File: config.mk
export PLATFORM = sky130hd
export DESIGN_NAME = seat_sprite_scheduler
export DESIGN_NICKNAME = d
export VERILOG_FILES = /design/src/rtl/seat_sprite_scheduler_pkg.sv /design/src/rtl/seat_window_decode.sv /design/src/rtl/seat_sprite_scheduler.sv
export SDC_FILE = /design/constraint.sdc
export NUM_CORES = 1
export LEC_CHECK = 0
export ABC_AREA = 1
export CAP_MARGIN = 20
export CORE_MARGIN = 10
export CORE_UTILIZATION = 30
export CTS_CLUSTER_DIAMETER = 200
export DETAILED_ROUTE_END_ITERATION = 10
export MAX_ROUTING_LAYER = met4
export PLACE_DENSITY = 0.51
export SYNTH_ARGS = -nofsm -noshare
export SYNTH_HDL_FRONTEND = slang
export SYNTH_SLANG_ARGS = --single-unit
File: constraint.sdc
create_clock -name ClkPort -period 5.8 [get_ports ClkPort]
set_input_delay 1.16 -clock ClkPort [delete_from_list [all_inputs] [get_ports ClkPort]]
set_output_delay 1.16 -clock ClkPort [all_outputs]
set_load 0.02 [all_outputs]
File: src/rtl/seat_sprite_scheduler_pkg.sv
// Shared definitions for the seat sprite scheduler and the seats renderer:
// command/state encodings, default seat geometry, VGA frame-end timing and
// small occupancy-mask helpers.
package seat_sprite_scheduler_pkg;

  localparam int NUM_SEATS = 8;
  localparam int SEAT_COLS = 4;

  // Default seat geometry (pixels)
  localparam int X0_DEF      = 450;
  localparam int Y0_DEF      = 360;
  localparam int SEAT_W_DEF  = 40;
  localparam int SEAT_H_DEF  = 40;
  localparam int SEAT_SP_DEF = 15;
  localparam int ROW_GAP_DEF = 15;
  localparam int SPR_W_DEF   = 30;
  localparam int SPR_H_DEF   = 30;

  // Last counter values of a 640x480 VGA frame
  localparam int H_LAST_DEF = 799;
  localparam int V_LAST_DEF = 524;

  typedef enum logic [1:0] {
    OP_NOP   = 2'b00,
    OP_FILL  = 2'b01,
    OP_CLEAR = 2'b10,
    OP_LOAD  = 2'b11
  } cmd_op_e;

  typedef enum logic [1:0] {
    S_IDLE,
    S_FILL,
    S_CLEAR,
    S_LOAD
  } state_e;

  typedef struct packed {
    logic                 valid;
    cmd_op_e              op;
    logic [NUM_SEATS-1:0] mask;
  } cmd_req_t;

  // m + 1 flips the lowest clear bit to 1 and zeroes the ones below it;
  // OR-ing with m restores those lower ones.
  function automatic logic [NUM_SEATS-1:0] set_lowest_clear(input logic [NUM_SEATS-1:0] m);
    return m | (m + 1'b1);
  endfunction

  function automatic logic [NUM_SEATS-1:0] clear_highest_set(input logic [NUM_SEATS-1:0] m);
    logic [NUM_SEATS-1:0] r;
    logic                 done;
    r    = m;
    done = 1'b0;
    for (int i = NUM_SEATS-1; i >= 0; i--) begin
      if (!done && m[i]) begin
        r[i] = 1'b0;
        done = 1'b1;
      end
    end
    return r;
  endfunction

endpackage

File: src/rtl/seat_window_decode.sv
// Combinational seat-window decode.
//   hCount, vCount : current pixel
//   occupied       : committed occupancy mask (bit i = seat i)
//   any_hit        : pixel lies inside an occupied seat's sprite window
//   winner         : lowest-index hit seat (0 when no hit)
//   rom_row/rom_col: sprite-relative offset of the winner (0 when no hit)
module seat_window_decode
  import seat_sprite_scheduler_pkg::*;
#(
  parameter int X0      = X0_DEF,
  parameter int Y0      = Y0_DEF,
  parameter int SEAT_W  = SEAT_W_DEF,
  parameter int SEAT_H  = SEAT_H_DEF,
  parameter int SEAT_SP = SEAT_SP_DEF,
  parameter int ROW_GAP = ROW_GAP_DEF,
  parameter int SPR_W   = SPR_W_DEF,
  parameter int SPR_H   = SPR_H_DEF
) (
  input  logic [9:0]           hCount,
  input  logic [9:0]           vCount,
  input  logic [NUM_SEATS-1:0] occupied,
  output logic                 any_hit,
  output logic [2:0]           winner,
  output logic [4:0]           rom_row,
  output logic [4:0]           rom_col
);

  logic [NUM_SEATS-1:0]      hit;
  logic [NUM_SEATS-1:0][4:0] row_off;
  logic [NUM_SEATS-1:0][4:0] col_off;

  for (genvar i = 0; i < NUM_SEATS; i++) begin : g_seat
    localparam int WX = X0 + (i % SEAT_COLS) * (SEAT_W + SEAT_SP) + (SEAT_W - SPR_W) / 2;
    localparam int WY = Y0 + (i / SEAT_COLS) * (SEAT_H + ROW_GAP) + (SEAT_H - SPR_H) / 2;
    logic [10:0] dx, dy;
    // Pixels left of / above the window wrap to large unsigned values,
    // so a single upper-bound compare covers both edges.
    assign dx         = {1'b0, hCount} - 11'(WX);
    assign dy         = {1'b0, vCount} - 11'(WY);
    assign hit[i]     = occupied[i] & (dx < 11'(SPR_W)) & (dy < 11'(SPR_H));
    assign col_off[i] = dx[4:0];
    assign row_off[i] = dy[4:0];
  end

  // Scan high to low so the lowest hitting index is the last writer.
  always_comb begin
    any_hit = 1'b0;
    winner  = '0;
    rom_row = '0;
    rom_col = '0;
    for (int i = NUM_SEATS-1; i >= 0; i--) begin
      if (hit[i]) begin
        any_hit = 1'b1;
        winner  = 3'(i);
        rom_row = row_off[i];
        rom_col = col_off[i];
      end
    end
  end

endmodule

File: src/rtl/seat_sprite_scheduler.sv
// Seat sprite scheduler: shares one sprite ROM across 8 seat windows and
// sequences seat occupancy (fill / clear / load) at frame boundaries.
//   ClkPort, rst      : pixel clock, async active-low reset
//   hCount/vCount     : VGA counters; bright = visible area
//   cmd_valid/op/mask : command request; cmd_ready high only in IDLE
//   rom_row/rom_col   : combinational sprite ROM address
//   sprite_on_d       : registered hit, aligned with ROM read data
//   seat_idx_d        : registered winning seat index
//   occupied          : committed occupancy; busy = FSM not IDLE
//   frame_tick        : 1-cycle pulse after the last pixel of a frame
module seat_sprite_scheduler
  import seat_sprite_scheduler_pkg::*;
#(
  parameter int X0          = X0_DEF,
  parameter int Y0          = Y0_DEF,
  parameter int SEAT_W      = SEAT_W_DEF,
  parameter int SEAT_H      = SEAT_H_DEF,
  parameter int SEAT_SP     = SEAT_SP_DEF,
  parameter int ROW_GAP     = ROW_GAP_DEF,
  parameter int SPR_W       = SPR_W_DEF,
  parameter int SPR_H       = SPR_H_DEF,
  parameter int H_LAST      = H_LAST_DEF,
  parameter int V_LAST      = V_LAST_DEF,
  parameter int FILL_PERIOD = 30
) (
  input  logic                 ClkPort,
  input  logic                 rst,
  input  logic [9:0]           hCount,
  input  logic [9:0]           vCount,
  input  logic                 bright,
  input  logic                 cmd_valid,
  input  logic [1:0]           cmd_op,
  input  logic [NUM_SEATS-1:0] cmd_mask,
  output logic                 cmd_ready,
  output logic [4:0]           rom_row,
  output logic [4:0]           rom_col,
  output logic                 sprite_on_d,
  output logic [2:0]           seat_idx_d,
  output logic [NUM_SEATS-1:0] occupied,
  output logic                 busy,
  output logic                 frame_tick
);

  // One register stage to match the synchronous ROM read.
  localparam int         STAGES    = 1;
  localparam logic [7:0] STEP_LAST = 8'(FILL_PERIOD - 1);

  state_e               state, state_n;
  logic [NUM_SEATS-1:0] occ_n, pending, pend_n;
  logic [7:0]           fcnt, fcnt_n;
  logic                 any_hit;
  logic [2:0]           winner;
  logic [STAGES:0]      vld_pipe;
  logic                 frame_end;
  cmd_req_t             req;

  assign req = '{valid: cmd_valid, op: cmd_op_e'(cmd_op), mask: cmd_mask};

  seat_window_decode #(
    .X0(X0), .Y0(Y0), .SEAT_W(SEAT_W), .SEAT_H(SEAT_H),
    .SEAT_SP(SEAT_SP), .ROW_GAP(ROW_GAP), .SPR_W(SPR_W), .SPR_H(SPR_H)
  ) u_decode (
    .hCount   (hCount),
    .vCount   (vCount),
    .occupied (occupied),
    .any_hit  (any_hit),
    .winner   (winner),
    .rom_row  (rom_row),
    .rom_col  (rom_col)
  );

  assign frame_end   = (hCount == 10'(H_LAST)) && (vCount == 10'(V_LAST));
  assign vld_pipe[0] = bright & any_hit;
  assign sprite_on_d = vld_pipe[STAGES];
  assign cmd_ready   = (state == S_IDLE);
  assign busy        = (state != S_IDLE);

  always_ff @(posedge ClkPort or negedge rst) begin
    if (!rst) begin
      vld_pipe[STAGES:1] <= '0;
      seat_idx_d         <= '0;
      frame_tick         <= 1'b0;
    end else begin
      vld_pipe[STAGES:1] <= vld_pipe[STAGES-1:0];
      seat_idx_d         <= winner;
      frame_tick         <= frame_end;
    end
  end

  always_ff @(posedge ClkPort or negedge rst) begin
    if (!rst) begin
      state    <= S_IDLE;
      occupied <= '0;
      pending  <= '0;
      fcnt     <= '0;
    end else begin
      state    <= state_n;
      occupied <= occ_n;
      pending  <= pend_n;
      fcnt     <= fcnt_n;
    end
  end

  // occupied only moves in a frame_tick cycle, so a frame never tears.
  // A tick coinciding with acceptance is consumed in IDLE and not counted.
  always_comb begin
    state_n = state;
    occ_n   = occupied;
    pend_n  = pending;
    fcnt_n  = fcnt;
    unique case (state)
      S_IDLE: begin
        if (req.valid) begin
          fcnt_n = '0;
          case (req.op)
            OP_FILL:  state_n = S_FILL;
            OP_CLEAR: state_n = S_CLEAR;
            OP_LOAD: begin
              state_n = S_LOAD;
              pend_n  = req.mask;
            end
            default: ;
          endcase
        end
      end
      S_FILL, S_CLEAR: begin
        if (frame_tick) begin
          if (fcnt == STEP_LAST) begin
            fcnt_n = '0;
            if (state == S_FILL) begin
              if (occupied == '1) state_n = S_IDLE;
              else                occ_n   = set_lowest_clear(occupied);
            end else begin
              if (occupied == '0) state_n = S_IDLE;
              else                occ_n   = clear_highest_set(occupied);
            end
          end else begin
            fcnt_n = fcnt + 8'd1;
          end
        end
      end
      S_LOAD: begin
        if (frame_tick) begin
          occ_n   = pending;
          state_n = S_IDLE;
        end
      end
      default: state_n = S_IDLE;
    endcase
  end

endmodule

Yosys cells after proc, flatten, opt, wreduce, memory -nomap -nowiden --
Cells that the tools add are included.
Operators by class: $lt $le $gt $ge 6, muxes and demuxes 101, reduce and logical (&&, ||, !) cells 32, bitwise operators 18, equality and inequality tests 26, $add $sub $neg 8
Operator list (number):
- 2-to-1 mux 5 bit | 16
- 2-to-1 mux 8 bit | 9
- less-than comparator 11 x 5 -> 1 bit (second input constant) | 6
- 2-to-1 mux 1 bit | 57
- AND reduction 7 bit | 8
- subtractor 10 x 9 -> 11 bit (second input constant) | 4
- inequality test 3 bit (second input constant) | 11
- one-hot mux 8 bit (2 select lines) | 2
- 2-to-1 mux 3 bit | 8
- subtractor 10 x 10 -> 11 bit (second input constant) | 2
- == test 10 bit (second input constant) | 2
- AND 1 bit | 17
- adder 8 x 1 -> 8 bit (second input constant) | 2
- 2-to-1 mux 2 bit | 7
- one-hot mux 2 bit (3 select lines) | 2
- == test 2 bit (second input constant) | 4
- == test 8 x 5 -> 1 bit (second input constant) | 1
- == test 8 bit (second input constant) | 1
- logical AND 1 bit | 8
- zero test 8 bit | 1
- inequality test 2 bit (second input constant) | 4
- bitwise OR 8 bit | 1
- zero test 1 bit | 7
- AND reduction 3 bit | 2
- other kinds (6) | 9
Word-level totals: register bits after elaboration 31, logic and storage cells 205

Longest topological paths before layout --
Gate-level depths: netlist (run 1).
depth in word-level cells 62, gate-level depth with buffers 20, gate-level depth less buffers 20

By module --
Synthesis (run 1) repeated with hierarchy kept, for this count alone.
Unflattened totals: cell total of the unflattened synthesis 590, area, all modules 3528.4 um2
By module, submodules not included:
- seat_sprite_scheduler | instances 1, cells each 253, sequential area each 775.7 um2, area an instance 1866.8 um2
- seat_window_decode | instances 1, cells each 337, sequential area each 0.0 um2, area an instance 1661.6 um2

Worst setup path before layout (run 1) --
Ideal clock, no wire load.
path kind input to output, start point in hCount[3], end point out rom_row[0], buffers on the path 1, stages on the path 14, slack 1.562 ns, arrival 3.078 ns, cells stage by stage buf_6 -> inv_1 -> ha_1 -> nand2_1 -> nand2_1 -> xor2_1 -> o21ai_1 -> inv_1 -> nand2_1 -> nor2_2 -> inv_1 -> nand2_1 -> o21ai_2 -> o21ai_0
On the way: word-level cells in the longest chain between the ends 12
Ends and longest elaborated chain:
- start: declaration | line seat_sprite_scheduler.sv:28 | input logic [9:0] hCount,
- subtractor 10 x 10 -> 11 bit | line seat_window_decode.sv:38 | assign dx = {1'b0, hCount} - 11'(WX);
- less-than comparator 11 x 5 -> 1 bit | line seat_window_decode.sv:40 | assign hit[i] = occupied[i] & (dx < 11'(SPR_W)) & (dy < 11'(SPR_H));
- AND 1 bit (2 in series) | line seat_window_decode.sv:40
- 2-to-1 mux 5 bit (7 in series) | line seat_window_decode.sv:52 | if (hit[i]) begin
- 2-to-1 mux 5 bit * | line seat_window_decode.sv:52
- end: declaration | line seat_sprite_scheduler.sv:35 | output logic [4:0] rom_row,
Every way passes the cells marked *; elsewhere a longest branch is shown, timed or not.

Worst setup path after layout (run 1) --
start point in hCount[1], end point out rom_row[0]
The elaborated chain is that of the path after synthesis.

==> out/results.ini, run 1 <==
[synthesis]
synth_area_per_cell_um2 = 6.07
synth_seq_area_share_pct = 24.7
syn_inst = 518
syn-cell-area_mm2 = 0.00315
yosysUniqueCellTypes = 38
yosysWarnings = 0
yosys-top-cells-area = dfrtp_1 (25%), nand2_1 (18%), inv_1 (9.1%), nor2_1 (6.9%), ha_1 (6.8%)
syn_nets = 569
synth_seq_cells = 31
synth_top_area_share_pct = 24.7
synth_largest_area_cell = dfrtp_1

[placed_design]
dp_hpwl_um = 8050
place_area_mm2 = 0.00393
dp_slack_ps = 122
io_buffers = 58
dp_cells = 714
routabilityCongestion = 0.975

[worst_setup_path]
path_depth = 16
crit_type = input pin to output port
cpPeakStageDelay_ps = 640
critPathMostFrequentCell = nand3_1
cp_max_fo = 6
cp_cell_sequence = clkdlybuf4s50_1 -> buf_4 -> ha_1 -> nand2_1 -> inv_1 -> nand3_1 -> o21ai_0 -> nand2_1 -> nand3_1 -> inv_1 -> nand3_1 -> nand2_2 -> nor2_4 -> o21ai_2 -> o21ai_0 -> clkdlybuf4s50_1
startpoint = hCount[1]
rrSetupSlack_ps = 3530
critical_path.startpoint_type = input pin
rr_worst_depth = 10
critPathArrivalTime_ps = 4360
crit_end = rom_row[0]
crit_family = buffers and inverters
r2r-start = state[0]$_DFFE_PN0P_
required_ps = 4640
critical_path.n_buffers_inverters = 5
reg2reg_to = fcnt[7]$_DFFE_PN0P_
slowest_stage = clkdlybuf4s50_1
end_kind = output port

[clock_network]
numCtsBuffers = 5
cts_buffer_depth = 2
postCtsSetupBuffers = 0
cts_sinks = 31
clk_latency_ps = 280
htreeDepth = 2
clk_pin_slew_worst_paths_ps = 60
root_buffer = clkbuf_8
cts_tree = done

[final_layout]
stdcell_count = 722
final_cell_area_mm2 = 0.00401
multiInputGateArea_mm2 = 0.00202
drive_gt1_share_pct = 6.83
areaGrowthSynthToFinish_pct = 27.5
fin_nets = 636
fillers = 1139
fin_util_pct = 39.0
num_antenna_cells = 0
regArea_um2 = 776

[sta]
finalCritPeriodShare_pct = 95.2
finalClockSkew_ps = 5.45
rsz0062_at_grt = yes
finalCriticalPeriod_ps = 5520
worst_pin_slew_ps = 735
hold_viol_final = 0
finalMaxSlewViolations = 0
setup_tns_ps = 0
relSlewSlack_pct = 50.8
layout_setup_ws_ps = 277
fmax_ghz = 0.181
finalSetupViolations = 0

[route]
drtIter0Drc = 237
viasPerCell = 4.81
drc = 0
drt_wl_total_um = 9760
ant_nets = 0
vias = 3475
dr_wl_met3_um = 454
dr_wl_met2_um = 4610
m1WireLength_um = 4540
firstDrtPassIters = 7
top_layer = met4
post_drt_wl_per_cell_um = 13.5

[power]
p_leak_nw = 2.01
powerDensity_mw_per_mm2 = 201
max-vdd-ir-drop_mv = 0.138

[floorplan]
die_x_um = 122
ios = 59
die_y_um = 122
die_area_mm2 = 0.0150
start_util_pct = 30.6
rows = 37
core_area_mm2 = 0.0103

[worst_hold_path]
hp-class = register to register
min_from = pending[2]$_DFFE_PN0P_

[flow_run]
drv_cap = 0

[global_route]
first_global_vias = 3375
grt_pass1_wl_um = 16700
grt_overflow_total = 0
grt_util_all_layers_pct = 13.8
antenna_found_initial = 0
grt_max_degree = 32

[status]
outcome = completed

[cell type report]
cell class,instances,area share [%]
inverter,81,7.58
clock buffer,7,1.90
multi-input combinational,398,50.3
tap,136,4.24
sequential,31,19.3
clock inverter,1,0.125
timing repair buffer,68,16.5
[how the worst min path moves through the flow]
stage	to	depth (start not counted)
final	pending[2]$_DFFE_PN0P_	1
after global routing	pending[2]$_DFFE_PN0P_	1
after CTS	pending[2]$_DFFE_PN0P_	1
after detailed placement	pending[4]$_DFFE_PN0P_	1
after global placement	pending[2]$_DFFE_PN0P_	1
after floorplan	state[1]$_DFFE_PN0P_	2
[layer usage]
layer / vias to the layer above / global-route usage, %
li1: 1803 / -
met1: 1578 / 17.5
met2: 82 / 22.6
met3: 12 / 1.88
met4: 0 / 3.46
met5: - / -
[cells in the final DEF, fill, tap and decap left out, types with 2 or more instances in the layout]
master / n
clkdlybuf4s50_1: 56
nand4_1: 4
xnor2_1: 2
a211oi_1: 3
nand2_1: 151
nor4_1: 2
nand3_2: 2
a22oi_1: 2
nand3_1: 32
nor3b_1: 3
nand2_2: 2
mux2_2: 7
nor2_2: 4
o21a_1: 2
o22ai_1: 5
buf_4: 10
dlymetal6s2s_1: 2
a31oi_1: 2
inv_1: 76
clkbuf_1: 2
xor2_1: 4
o21ai_0: 42
a21oi_1: 30
nor3_1: 15
ha_1: 17
clkbuf_8: 5
inv_2: 4
dfrtp_1: 31
nor2_1: 58
[cell usage after synthesis]
cell      instances
nor3_1           15
a41oi_1           1
buf_4             1
clkbuf_1          1
dfrtp_1          31
buf_6             1
o22ai_1           5
nand3_1          32
a31oi_1           2
o21ai_0          42
xnor2_1           2
clkinv_1          1
mux2_2            7
nand4_1           4
nor2_1           58
nand2_1         151
or2_2             1
inv_1            76
o211ai_1          1
a21oi_1          30
nor3b_1           3
a31o_2            1
nor2_4            1
nor3_4            1
nor2_2            4
nand3_2           2
inv_2             4
ha_1             17
o21ai_2           1
nor4_1            2
xor2_1            4
buf_2             5
nand2_2           2
o21ai_1           1
o31a_1            1
a22oi_1           2
o21a_1            2
a211oi_1          3
[flip-flops by register name (all words and copies together) (netlist names)]
| signal | count |
|---|---|
| state | 2 |
| seat_idx_d | 3 |
| occupied | 8 |
| sprite_on_d | 1 |
| frame_tick | 1 |
| pending | 8 |
| fcnt | 8 |
[where the power goes]
part	internal [mW]	switching [mW]
combinational	0.137	0.221
sequential	0.260	0.0280
clock	0.0840	0.0778
[timing repair]
item / in CTS / in global routing
endpoints found under the setup margin: 0 / 10
gates resized for setup: 0 / 2
hold buffers: 0 / 0
[cells by family after synthesis]
logic type                 Yosys count  share of synthesized area [%]
AOI/OAI and AO/OA                   92                           16.0
xor gates and xnor gates             6                           1.67
adders and majority gates           17                           6.76
buffers and inverters               89                           11.2
DFF                                 31                           24.7
muxes                                7                           2.51
and+or+nand+nor                    276                           37.2
[metrics by stage]
| step | hold WS, ps | total power, mW |
|---|---|---|
| 2_1_floorplan | 478 | 0.524 |
| 3_3_place_gp | 501 | 0.646 |
| 3_5_place_dp | 506 | 0.648 |
| 4_1_cts | 523 | 0.814 |
| 5_1_grt | 532 | 0.883 |
| 6_report | 517 | 0.807 |
[worst register-to-register path, delay by kind of cell (launching register included)]
family | cells | cell delay (ps)
AND/OR/NAND/NOR | 4 | 870
AO/OA/AOI/OAI | 3 | 390
adder cells (fa/ha/maj) | 1 | 330
flip-flops | 1 | 400
buffers and inverters | 2 | 190
(Power assumes the default switching activity.)
==> inputs of run 2 (changes only) <==
==> constraint.sdc (replaced) <==
create_clock -name ClkPort -period 5.8 [get_ports ClkPort]
set_input_delay 0.58 -clock ClkPort [delete_from_list [all_inputs] [get_ports ClkPort]]
set_output_delay 0.58 -clock ClkPort [all_outputs]
set_load 0.02 [all_outputs]
==> out/results.ini, run 2 (synthesis results as in run 1) <==
[status]
outcome = completed

[sta]
finalClockSkew_ps = 5.80
finalMaxSlewViolations = 0
relSlewSlack_pct = 52.5
finalSetupViolations = 0
finalCritPeriodShare_pct = 84.5
whs_ps = 517
fmax_ghz = 0.204
rsz0062_at_grt = no
worst_pin_slew_ps = 710
hold_viol_final = 0
finalCriticalPeriod_ps = 4900
setup_tns_ps = 0

[clock_network]
cts_sinks = 31
cts_tree = done
cts_resized = 0
root_buffer = clkbuf_8
clk_pin_slew_worst_paths_ps = 60
hold_buffers = 0
postCtsSetupBuffers = 0
htreeDepth = 2
numCtsBuffers = 5
clk_latency_ps = 280
cts_buffer_depth = 2

[worst_setup_path]
cpPeakStageDelay_ps = 700
critical_path.startpoint_type = input pin
crit_family = simple AND/OR/NAND/NOR gates
slowest_stage = clkdlybuf4s50_1
crit_type = input pin to output port
end_kind = output port
critPathArrivalTime_ps = 4320
required_ps = 5220
cp_cell_sequence = clkdlybuf4s50_1 -> ha_1 -> nor2_1 -> nand2_1 -> nand2_1 -> o21ai_0 -> nand3_1 -> nor2_1 -> nand3_1 -> nand2_1 -> inv_2 -> nand2_1 -> nand2_1 -> nand2_1 -> nand2_1 -> a21oi_1 -> clkdlybuf4s50_1
cp_max_fo = 11
critPathMostFrequentCell = nand2_1
critical_path.n_buffers_inverters = 3

[global_route]
first_global_vias = 3324
grt_util_all_layers_pct = 13.5
grt_max_degree = 32
grt_overflow_total = 0
antenna_found_initial = 0
grt_pass1_wl_um = 16300

[route]
post_drt_wl_per_cell_um = 13.6
vias = 3437
ant_nets = 0
dr_wl_met3_um = 387
drtIter0Drc = 205
m1WireLength_um = 4610
viasPerCell = 4.83
firstDrtPassIters = 5
dr_wl_met2_um = 4570
drc = 0
top_layer = met4
drt_wl_total_um = 9680

[final_layout]
layout_common_cells = nand2_1 (151), inv_1 (76), nor2_1 (58), clkdlybuf4s50_1 (58), o21ai_0 (42)
fin_util_pct = 38.4
final_cell_area_mm2 = 0.00395
fin_nets = 627
drive_gt1_share_pct = 5.56
areaGrowthSynthToFinish_pct = 25.4
num_antenna_cells = 0
regArea_um2 = 776
largestRegisters = fcnt (8), occupied (8), pending (8)
multiInputGateArea_mm2 = 0.00202
fillers = 1136
final_common_cell = nand2_1

[floorplan]
start_util_pct = 30.6
die_y_um = 122
die_x_um = 122
ios = 59
die_area_mm2 = 0.0150
rows = 37
core_area_mm2 = 0.0103

[worst_hold_path]
hp-class = register to register

[placed_design]
dp_hpwl_um = 8000
place_area_mm2 = 0.00386
routabilityCongestion = 0.911
io_buffers = 58

[power]
max-vdd-ir-drop_mv = 0.129
power_uw = 809
p_leak_nw = 1.95
powerDensity_mw_per_mm2 = 205

[flow_run]
drv_cap = 0

==> run 2: changes by cell type in the layout (fill, tap and decap cells not counted) <==
cell             change
clkdlybuf4s50_1      +2
buf_4                -9
clkbuf_1             -2
clkbuf_8             +1
dlymetal6s2s_1       -2
==> run 2: where the power goes <==
group          internal, mW  switching (mW)
clock network        0.0929          0.0755
registers             0.260          0.0294
logic                 0.133           0.219
==> run 2: path summary, 6_finish.rpt <==
path / to / depth (start not counted) / start / slack (ps)
max reg2reg: fcnt[7]$_DFFE_PN0P_ / 10 / state[0]$_DFFE_PN0P_ / 3520
max: rom_col[3] / 17 / hCount[2] / 900
min in group asynchronous: fcnt[1]$_DFFE_PN0P_ / 2 / rst / 700
max in group asynchronous: pending[4]$_DFFE_PN0P_ / 2 / rst / 4820
min: pending[3]$_DFFE_PN0P_ / 1 / pending[3]$_DFFE_PN0P_ / 520
min reg2reg: pending[3]$_DFFE_PN0P_ / 1 / pending[3]$_DFFE_PN0P_ / 520
==> run 2: per-stage QoR <==
| stage | instances | worst slack (ps) |
|---|---|---|
| CTS | 712 | 920 |
| finish | 712 | 898 |
| detailed placement | 705 | 941 |
| floorplan | 518 | 2720 |
| global placement | 705 | 903 |
| global route | 712 | 488 |
==> run 2: area by class of cell <==
type | instances | area share [%]
Clock inverter | 1 | 0.127
Sequential cell | 31 | 19.7
Timing Repair Buffer | 59 | 14.9
Clock buffer | 6 | 2.09
Inverter | 81 | 7.71
Tap cell | 136 | 4.31
Multi-Input combinational cell | 398 | 51.2
==> run 2: worst reg2reg max path: stages, from the launching register on <==
cell and delay, ps:
dfrtp_1 400, inv_1 80, ha_1 330, inv_1 110, o21ai_0 140, o21ai_0 170, nor4_1 440, nand2_1 130
nor2_1 150, a21oi_1 80, nor3_1 170
==> run 2: per-layer routing <==
metal / vias to the layer above / track usage [%]
li1: 1788 / -
met1: 1555 / 17.4
met2: 85 / 22.3
met3: 9 / 1.42
met4: 0 / 3.09
met5: - / -
==> inputs of run 3 (changes only) <==
--- a/config.mk
+++ b/config.mk
@@ -12,7 +12,7 @@
 export CTS_CLUSTER_DIAMETER = 200
 export DETAILED_ROUTE_END_ITERATION = 10
 export MAX_ROUTING_LAYER = met4
-export PLACE_DENSITY = 0.51
+export PLACE_DENSITY = 0.53
 export SYNTH_ARGS = -nofsm -noshare
 export SYNTH_HDL_FRONTEND = slang
 export SYNTH_SLANG_ARGS = --single-unit
==> constraint.sdc (replaced) <==
create_clock -name ClkPort -period 4.35 [get_ports ClkPort]
set_input_delay 0.435 -clock ClkPort [delete_from_list [all_inputs] [get_ports ClkPort]]
set_output_delay 0.435 -clock ClkPort [all_outputs]
set_load 0.02 [all_outputs]
==> out/results.ini, run 3 (synthesis results as in run 1) <==
[status]
outcome = completed

[worst_setup_path]
r2r-start = state[0]$_DFFE_PN0P_
critical_path.startpoint_type = input pin
end_kind = output port
cp_max_fo = 6
reg2reg_to = fcnt[7]$_DFFE_PN0P_
required_ps = 3910
critPathArrivalTime_ps = 3590
rrSetupSlack_ps = 2070
rr_worst_depth = 10
crit_type = input pin to output port

[final_layout]
largestRegisters = fcnt (8), occupied (8), pending (8)
fin_nets = 633
final_common_cell = nand2_1
fin_util_pct = 39.2
fillers = 1117
num_antenna_cells = 0
layout_common_cells = nand2_1 (151), inv_1 (76), nor2_1 (57), clkdlybuf4s50_1 (52), o21ai_0 (41)
areaGrowthSynthToFinish_pct = 27.9
final_cell_area_mm2 = 0.00403
drive_gt1_share_pct = 7.22

[sta]
worst_pin_slew_ps = 707
rsz0062_at_grt = no
finalCriticalPeriod_ps = 4020
setup_tns_ps = 0
whs_ps = 519
finalSetupViolations = 0
hold_viol_final = 0
fmax_ghz = 0.249
relSlewSlack_pct = 52.7
finalMaxSlewViolations = 0
finalClockSkew_ps = 7.52
finalCritPeriodShare_pct = 92.5

[clock_network]
cts_tree = done
hold_buffers = 0
clk_latency_ps = 290
numCtsBuffers = 5
root_buffer = clkbuf_8
clk_pin_slew_worst_paths_ps = 60
htreeDepth = 2
cts_sinks = 31
cts_buffer_depth = 2

[placed_design]
place_area_mm2 = 0.00390
dp_hpwl_um = 7920
routabilityCongestion = 0.923
io_buffers = 58

[worst_hold_path]
hold_depth = 1
hp-class = register to register
min_to = pending[3]$_DFFE_PN0P_
min_from = pending[3]$_DFFE_PN0P_

[global_route]
grt_pass1_wl_um = 16400
first_global_vias = 3391
grt_overflow_total = 0
antenna_found_initial = 0
grt_max_degree = 32
grt_util_all_layers_pct = 13.6

[route]
vias = 3490
viasPerCell = 4.86
ant_nets = 0
drt_wl_total_um = 9660
post_drt_wl_per_cell_um = 13.5
drtIter0Drc = 224
drc = 0
firstDrtPassIters = 5

[power]
p_sw_share_pct = 40.0
max-vdd-ir-drop_mv = 0.185
p_leak_nw = 2.07
pwr-share-seq_pct = 35.5
p_switching_uw = 434
pwr-share-clk_pct = 21.0
powerDensity_mw_per_mm2 = 270
combPwrFrac_pct = 43.5
intPower_uw = 651
power_mw = 1.09

[floorplan]
die_y_um = 122
start_util_pct = 30.6
die_x_um = 122
core_area_mm2 = 0.0103
ios = 59
die_area_mm2 = 0.0150
rows = 37

[flow_run]
drv_cap = 0

## run 3: per-layer routing
layer	wire length (um)	track usage, %	share of wire, %
met1	4290	16.3	44
met2	4680	23.1	48
met3	532	2.25	5.5
met4	157	3.90	1.6
met5	0	-	0
## run 3: worst max-delay path, stage by stage
cell and delay [ps]:
clkdlybuf4s50_1 500, buf_4 170, ha_1 250, nor2_1 80, nand2_1 160, nand2_1 90, o21ai_0 150, nand3_1 120
nor2_2 200, nand2_1 150, nor2_1 220, nand2_1 80, nand3_1 80, nand2_1 50, nand2_1 60, nand2_1 50
a21oi_1 120, clkdlybuf4s50_1 620
## run 3: worst max path at each step
stage / start / slack [ps] / cells past startpoint / end
floorplan: hCount[3] / 1560 / 14 / rom_row[0]
global placement: hCount[2] / 70 / 19 / rom_col[0]
detailed placement: hCount[2] / 50 / 15 / rom_row[0]
CTS: hCount[2] / 30 / 15 / rom_row[0]
global route: hCount[1] / 40 / 18 / rom_col[4]
finish: hCount[1] / 330 / 18 / rom_col[3]
## run 3: repair_timing
| action | in CTS | in global routing |
|---|---|---|
| setup endpoints to repair | 0 | 10 |
| gates resized for setup | 0 | 12 |
| setup buffers | 0 | 0 |
| endpoints found under the hold margin | 0 | 0 |
## run 3: final cells by class
| type | instances | area, um^2 | area share (%) |
|---|---|---|---|
| multi-input cells | 398 | 2040 | 50.7 |
| clock inverters | 1 | 5.00 | 0.124 |
| repair buffers | 65 | 648 | 16.1 |
| well taps | 136 | 170 | 4.23 |
| flip-flops and latches | 31 | 776 | 19.3 |
| clock buffers | 6 | 82.6 | 2.05 |
| inverters | 81 | 304 | 7.55 |
## run 3: through the flow
step | worst slack (ps) | instances
finish | 328 | 718
floorplan | 1560 | 518
CTS | 32.5 | 718
global route | 36.6 | 718
global placement | 70.6 | 711
detailed placement | 46.9 | 711
## run 3: power by group through the flow
stage	clock (mW)	sequential (mW)	combinational, mW
final	0.228	0.385	0.472
after CTS	0.238	0.386	0.475
after global routing	0.251	0.393	0.537
after floorplan	0	0.377	0.322
after global placement	0	0.390	0.468
after detailed placement	0	0.390	0.472
